$ cat config.mk
export PLATFORM = sky130hd
export DESIGN_NAME = pipe_hazard_unit
export DESIGN_NICKNAME = d
export VERILOG_FILES = /design/src/rtl/pipe_hazard_unit_pkg.sv /design/src/rtl/pipe_hazard_unit_sat_counter.sv /design/src/rtl/pipe_hazard_unit.sv
export SDC_FILE = /design/constraint.sdc
export NUM_CORES = 1
export LEC_CHECK = 0
export ABC_CLOCK_PERIOD_IN_PS = 2810
export BUFFER_PORTS_ARGS = -buffer_cell sky130_fd_sc_hd__buf_2
export CAP_MARGIN = 20
export CORE_MARGIN = 2
export CORE_UTILIZATION = 40
export CTS_CLUSTER_SIZE = 40
export DETAILED_ROUTE_END_ITERATION = 10
export PLACE_DENSITY_LB_ADDON = 0.15
export SETUP_SLACK_MARGIN = 0.5
export SLEW_MARGIN = 20
export SYNTH_ARGS = -nofsm -noshare
export SYNTH_HDL_FRONTEND = slang
export SYNTH_HIERARCHICAL = 1
export SYNTH_SLANG_ARGS = --single-unit
$ cat constraint.sdc
create_clock -name clk -period 2.81 [get_ports clk]
set_input_delay 0.562 -clock clk [delete_from_list [all_inputs] [get_ports clk]]
set_output_delay 0.562 -clock clk [all_outputs]
set_load 0.05 [all_outputs]
$ cat src/rtl/pipe_hazard_unit_pkg.sv
// Shared types and constants for the pipeline hazard control block.
package Pipe_Ctrl_PKG;

  typedef enum logic [1:0] {
    RUN      = 2'd0,
    MEM_WAIT = 2'd1,
    TIMEOUT  = 2'd2
  } haz_state_t;

  // Control strobes returned to the pipeline registers and the PC.
  typedef struct packed {
    logic pc_stall;
    logic if_id_stall;
    logic id_ex_stall;
    logic ex_mem_stall;
    logic if_id_flush;
    logic id_ex_flush;
    logic mem_wb_bubble;
  } haz_ctrl_t;

  // Idle: pipeline advances freely.
  localparam haz_ctrl_t CTRL_NONE     = haz_ctrl_t'(7'b000_0000);
  // Data-memory wait: hold PC through EX/MEM, drain MEM/WB with a bubble.
  localparam haz_ctrl_t CTRL_FREEZE   = haz_ctrl_t'(7'b111_1001);
  // Taken control transfer in EX: squash the two younger slots.
  localparam haz_ctrl_t CTRL_REDIRECT = haz_ctrl_t'(7'b000_0110);
  // Load-use: hold PC and IF/ID, insert one bubble into ID/EX.
  localparam haz_ctrl_t CTRL_LOAD_USE = haz_ctrl_t'(7'b110_0010);

  // A load in EX whose destination feeds a source of the decoding instruction.
  // rs2 is compared for every format; a spurious stall on I-type is harmless.
  function automatic logic load_use_hit(
    input logic       memread,
    input logic [4:0] rd,
    input logic [4:0] rs1,
    input logic [4:0] rs2
  );
    return memread & (rd != 5'd0) & ((rd == rs1) | (rd == rs2));
  endfunction

endpackage

$ cat src/rtl/pipe_hazard_unit_sat_counter.sv
// Event counter that sticks at all-ones instead of wrapping.
module sat_counter #(
  parameter int unsigned W = 32
) (
  input  logic         clk,
  input  logic         reset,
  input  logic         inc,
  output logic [W-1:0] count
);

  logic [W-1:0] count_q;
  logic [W-1:0] count_d;

  // Next count: step only when requested and not yet saturated.
  always_comb begin
    count_d = count_q;
    if (inc && !(&count_q)) begin
      count_d = count_q + W'(1);
    end else begin
      count_d = count_q;
    end
  end

  // Count register.
  always_ff @(posedge clk or posedge reset) begin
    if (reset) begin
      count_q <= '0;
    end else begin
      count_q <= count_d;
    end
  end

  assign count = count_q;

endmodule

$ cat src/rtl/pipe_hazard_unit.sv
// Stall/flush/bubble generation for the five-stage pipeline: load-use,
// EX-stage redirects and variable-latency data-memory waits with watchdog.
module pipe_hazard_unit
  import Pipe_Ctrl_PKG::*;
#(
  parameter int unsigned MEM_TIMEOUT = 15,
  parameter int unsigned CNT_W       = 32
) (
  input  logic             clk,
  input  logic             reset,
  input  logic [4:0]       if_id_rs1,
  input  logic [4:0]       if_id_rs2,
  input  logic [4:0]       id_ex_rd,
  input  logic             id_ex_memread,
  input  logic             ex_redirect,
  input  logic             ex_mem_memread,
  input  logic             ex_mem_memwrite,
  input  logic             dmem_ack,
  output logic             pc_stall,
  output logic             if_id_stall,
  output logic             id_ex_stall,
  output logic             ex_mem_stall,
  output logic             if_id_flush,
  output logic             id_ex_flush,
  output logic             mem_wb_bubble,
  output logic             dmem_timeout,
  output logic [CNT_W-1:0] stall_count,
  output logic [CNT_W-1:0] flush_count
);

  localparam int unsigned WCNT_W = $clog2(MEM_TIMEOUT + 1);

  haz_state_t        state_q;
  haz_state_t        state_d;
  logic [WCNT_W-1:0] wcnt_q;
  logic [WCNT_W-1:0] wcnt_d;
  logic              timeout_q;
  logic              timeout_d;

  logic              mem_pend_s;
  logic              load_use_s;
  haz_ctrl_t         run_ctrl_s;
  haz_ctrl_t         ctrl_s;
  haz_ctrl_t         ctrl_out_s;

  assign mem_pend_s = (ex_mem_memread | ex_mem_memwrite) & ~dmem_ack;
  assign load_use_s = load_use_hit(id_ex_memread, id_ex_rd, if_id_rs1, if_id_rs2);

  // Free-flowing priority: redirect squashes the dependent instruction, so it beats load-use.
  always_comb begin
    run_ctrl_s = CTRL_NONE;
    if (ex_redirect) begin
      run_ctrl_s = CTRL_REDIRECT;
    end else if (load_use_s) begin
      run_ctrl_s = CTRL_LOAD_USE;
    end else begin
      run_ctrl_s = CTRL_NONE;
    end
  end

  // Mealy control and next-state: freeze while memory is pending, watchdog on wait length.
  always_comb begin
    ctrl_s    = CTRL_NONE;
    state_d   = state_q;
    wcnt_d    = wcnt_q;
    timeout_d = timeout_q;
    case (state_q)
      RUN: begin
        if (mem_pend_s) begin
          ctrl_s  = CTRL_FREEZE;
          state_d = MEM_WAIT;
          wcnt_d  = WCNT_W'(1);
        end else begin
          ctrl_s  = run_ctrl_s;
          state_d = RUN;
          wcnt_d  = '0;
        end
      end
      MEM_WAIT: begin
        if (mem_pend_s) begin
          ctrl_s = CTRL_FREEZE;
          if (wcnt_q == WCNT_W'(MEM_TIMEOUT)) begin
            state_d   = TIMEOUT;
            timeout_d = 1'b1;
          end else begin
            wcnt_d = wcnt_q + WCNT_W'(1);
          end
        end else begin
          // Ack arrived: behave as RUN this cycle, so a latched redirect fires now.
          ctrl_s  = run_ctrl_s;
          state_d = RUN;
          wcnt_d  = '0;
        end
      end
      TIMEOUT: begin
        ctrl_s    = CTRL_FREEZE;
        state_d   = TIMEOUT;
        timeout_d = 1'b1;
      end
      default: begin
        ctrl_s    = CTRL_NONE;
        state_d   = RUN;
        wcnt_d    = '0;
        timeout_d = 1'b0;
      end
    endcase
  end

  // Strobes are held inactive for as long as reset is asserted.
  always_comb begin
    ctrl_out_s = CTRL_NONE;
    if (reset) begin
      ctrl_out_s = CTRL_NONE;
    end else begin
      ctrl_out_s = ctrl_s;
    end
  end

  // State, wait counter and sticky watchdog flag.
  always_ff @(posedge clk or posedge reset) begin
    if (reset) begin
      state_q   <= RUN;
      wcnt_q    <= '0;
      timeout_q <= 1'b0;
    end else begin
      state_q   <= state_d;
      wcnt_q    <= wcnt_d;
      timeout_q <= timeout_d;
    end
  end

  assign pc_stall      = ctrl_out_s.pc_stall;
  assign if_id_stall   = ctrl_out_s.if_id_stall;
  assign id_ex_stall   = ctrl_out_s.id_ex_stall;
  assign ex_mem_stall  = ctrl_out_s.ex_mem_stall;
  assign if_id_flush   = ctrl_out_s.if_id_flush;
  assign id_ex_flush   = ctrl_out_s.id_ex_flush;
  assign mem_wb_bubble = ctrl_out_s.mem_wb_bubble;
  assign dmem_timeout  = timeout_q;

  sat_counter #(.W(CNT_W)) u_stall_cnt (
    .clk   (clk),
    .reset (reset),
    .inc   (ctrl_out_s.pc_stall),
    .count (stall_count)
  );

  sat_counter #(.W(CNT_W)) u_flush_cnt (
    .clk   (clk),
    .reset (reset),
    .inc   (ctrl_out_s.if_id_flush),
    .count (flush_count)
  );

endmodule
==> reports/results.tsv <==
stage	metric	value	unit
run_status	outcome	completed	
critical_path	Crit Path Max Fanout	4	
drt	drt pass-1 iters	4	
global_routing	largest net degree at the start of global routing	21	
critical_path	worst-path cell chain	buf_6, ha_4, nor2_4, nor4_4, nand2_2, clkinvlp_4, buf_12, buf_8	
critical_path	slowest CP cell	dfrtp_2	
placement	dpl cells	601	
timing	RSZ-0062 raised after global routing	true	
die	Die Wd	103	um
clocking	Longest Clk Path Bufs	2	
clocking	CTS tree	yes	
clocking	CTS sink count	71	
layout	layout cells sized above 1	37.5	%
timing	upper clock frequency limit	424	MHz
placement	Port Buffers	93	
clocking	CTS buffer count	9	
layout	post-layout util	52.9	%
clocking	clock transition at the registers of the reported paths	80	ps
timing	Final Hold Slack	259	ps
timing	Hold Vio Cnt, Final	0	
critical_path	reg2reg path depth	8	
synth	synthesized area	3950	um^2
drt	drc violations	0	
drt	ANT nets after route	0	
job	Max-cap violations	0	
timing	slew margin rel.	45.1	%
die	area of the core	9680	um^2
layout	final net count	524	
timing	Final Slew Violations	0	
synth	sequential area share after synthesis	45.0	%
timing	Final Setup Violations	0	
global_routing	gr usage total	18.4	%
global_routing	initial antenna violation count	0	
synth	Yosys reg bits	71	
critical_path	Worst Setup Path Type	reg2out	
synth	Mean Syn Cell Area	10.4	um^2
drt	drt wl/cell	15.3	um
clocking	H-tree levels	3	
critical_path	Crit path required time	2250	ps
timing	Final TNS setup	0	ps
die	# IOs	94	
synth	syn nets	410	
critical_path	critical path arrival	1800	ps
timing	fin crit period	2360	ps
power	power per cell area	515	nW/um^2
drt	Via density	5.25	
critical_path	CP Buf/Inv Count	4	
synth	asr flop ratio synth	100	%
layout	Layout area overhead	29.6	%
power	Peak supply drop	0.000405	V
timing	Post-Route Skew	8.40	ps
timing	worst-margin pin slew	823	ps
global_routing	first-pass GRT wire length	15500	um
placement	DP HPWL	6950	um
layout	ANT cells	0	
drt	DR vias	3318	
drt	final wirelength	9650	um
hold_path	worst hold path class	in2async	
global_routing	grt total ovfl	0	
placement	Placer Congestion	0.859	
die	Initial Util	40.8	%
power	total power	2640	uW
synth	Primary FF master, synth	dfrtp_1	
critical_path	Top delay family on crit path	buffers and inverters	
clocking	Worst-Skew Late Latency	340	ps
critical_path	startpoint types	flip-flop	
critical_path	largest stage delay on the critical path	470	ps
layout	final cell count without fillers	632	
clocking	clk root buf	clkbuf_8	
critical_path	crit end category	output pin	
synth	Synth Instances	380	
power	static leakage power	0.00249	uW
die	die area	10700	um^2
global_routing	vias in the first global route	3134	
synth	synth unique cells	63	
synth	Synth Warn #	6	
synth	EDFF count, synth	0	
timing	final cycle utilization of the critical path	83.9	%
die	FP Rows	36	
critical_path	WP depth	8	
drt	Iteration-0 DRC Markers	85	
die	die span in y	103	um
## metrics by stage
stage	instance area, um^2	worst slack [ps]
finish	5120	452
global route	5120	373
CTS	5040	410
detailed placement	4680	167
global placement	4680	219
floorplan	4080	264
## state kept, by name, summed over array words and instances (netlist names)
| name | flops |
|---|---|
| u_flush_cnt/count | 32 |
| u_stall_cnt/count | 32 |
| wcnt_q | 4 |
| state_q | 2 |
| dmem_timeout | 1 |
## cells by family (layout without fill, tap and decap cells)
family / after synthesis / in the layout / synth area share, %
mux: 4 / 4 / 1.11
flops: 71 / 71 / 45.0
fa+ha+maj: 8 / 8 / 2.53
simple gates: 173 / 173 / 26.4
buf+inv: 22 / 141 / 2.85
xor+xnor: 69 / 69 / 15.3
compound gates: 33 / 33 / 6.90
## placed cells by master (no fill, tap or decap), types with 3 or more instances in the layout
cell | Yosys | routed
nand2b_1 | 3 | 3
buf_2 | 0 | 87
and4_1 | 7 | 7
nor4_1 | 5 | 4
nand4_1 | 24 | 24
buf_4 | 3 | 17
or4_4 | 2 | 4
xnor2_1 | 32 | 32
nand3_1 | 29 | 28
nor2_1 | 23 | 19
nand2_1 | 27 | 24
buf_8 | 0 | 3
ha_4 | 0 | 3
ha_1 | 8 | 5
inv_1 | 13 | 10
nor3_2 | 9 | 12
a21oi_1 | 7 | 7
clkinvlp_4 | 0 | 4
nor4_4 | 1 | 3
dfrtp_1 | 71 | 69
xor2_1 | 37 | 37
buf_6 | 2 | 4
nor3_1 | 14 | 10
clkbuf_8 | 0 | 11
and3_1 | 9 | 7
## worst paths after layout
| kind | from | to | slack, ps |
|---|---|---|---|
| hold reg to reg | dmem_timeout | dmem_timeout | 500 |
| setup reg to reg | state_q[1] | u_flush_cnt/count[26] | 500 |
| min in group clk | dmem_timeout | dmem_timeout | 500 |
| max in group asynchronous | reset | u_stall_cnt/count[26] | 1700 |
| hold / removal | reset | dmem_timeout | 260 |
| setup / recovery | state_q[0] | if_id_flush | 450 |
## worst register-to-register path: cells and delay by family, from the launching register on
| family | cells | cell delay (ps) |
|---|---|---|
| fa+ha+maj | 1 | 190 |
| xor+xnor | 1 | 150 |
| simple gates | 5 | 1300 |
| buf+inv | 1 | 110 |
| flops | 1 | 480 |
## cells in the mapped netlist, types with 5 or more instances
cell,instances,area share (%)
inv_1,13,1.2
nand3_1,29,3.7
and3_1,9,1.4
nor3_2,9,2.3
nor2_1,23,2.2
ha_1,8,2.5
nor4_1,5,0.79
dfrtp_1,71,45
and4_1,7,1.6
xor2_1,37,8.2
nand4_1,24,3.8
nand2_1,27,2.6
a21oi_1,7,0.89
nor3_1,14,1.8
xnor2_1,32,7.1
## layer usage
layer | track usage, % | vias up | wire length (um)
met2 | 28.2 | 95 | 4460
met5 | 0 | - | 0
met4 | 5.87 | 0 | 95
li1 | - | 1589 | -
met1 | 26.0 | 1627 | 4560
met3 | 4.10 | 7 | 523
## final cells by class
cell class              instances  area (um^2)
fillers                       884         4560
multi-input cells             287         2260
flip-flops and latches         71         1780
repair buffers                112          673
well taps                     133          166
clock buffers                  11          151
inverters                      13         57.6
clock inverters                 5         32.5
## where the power goes
part / leakage [uW] / switching [uW] / internal [uW] / total [uW]
Clock: 0.0000873 / 394 / 366 / 760
Sequential: 0.000960 / 129 / 1100 / 1230
Combinational: 0.00144 / 454 / 196 / 650
Total: 0.00249 / 977 / 1660 / 2640
## repair_timing
item	in CTS	in global routing
endpoints found under the setup margin	26	28
gates resized for setup	24	13
pin swaps	9	4
setup buffers	12	3
hold buffers	0	0
(Power assumes the default switching activity.)
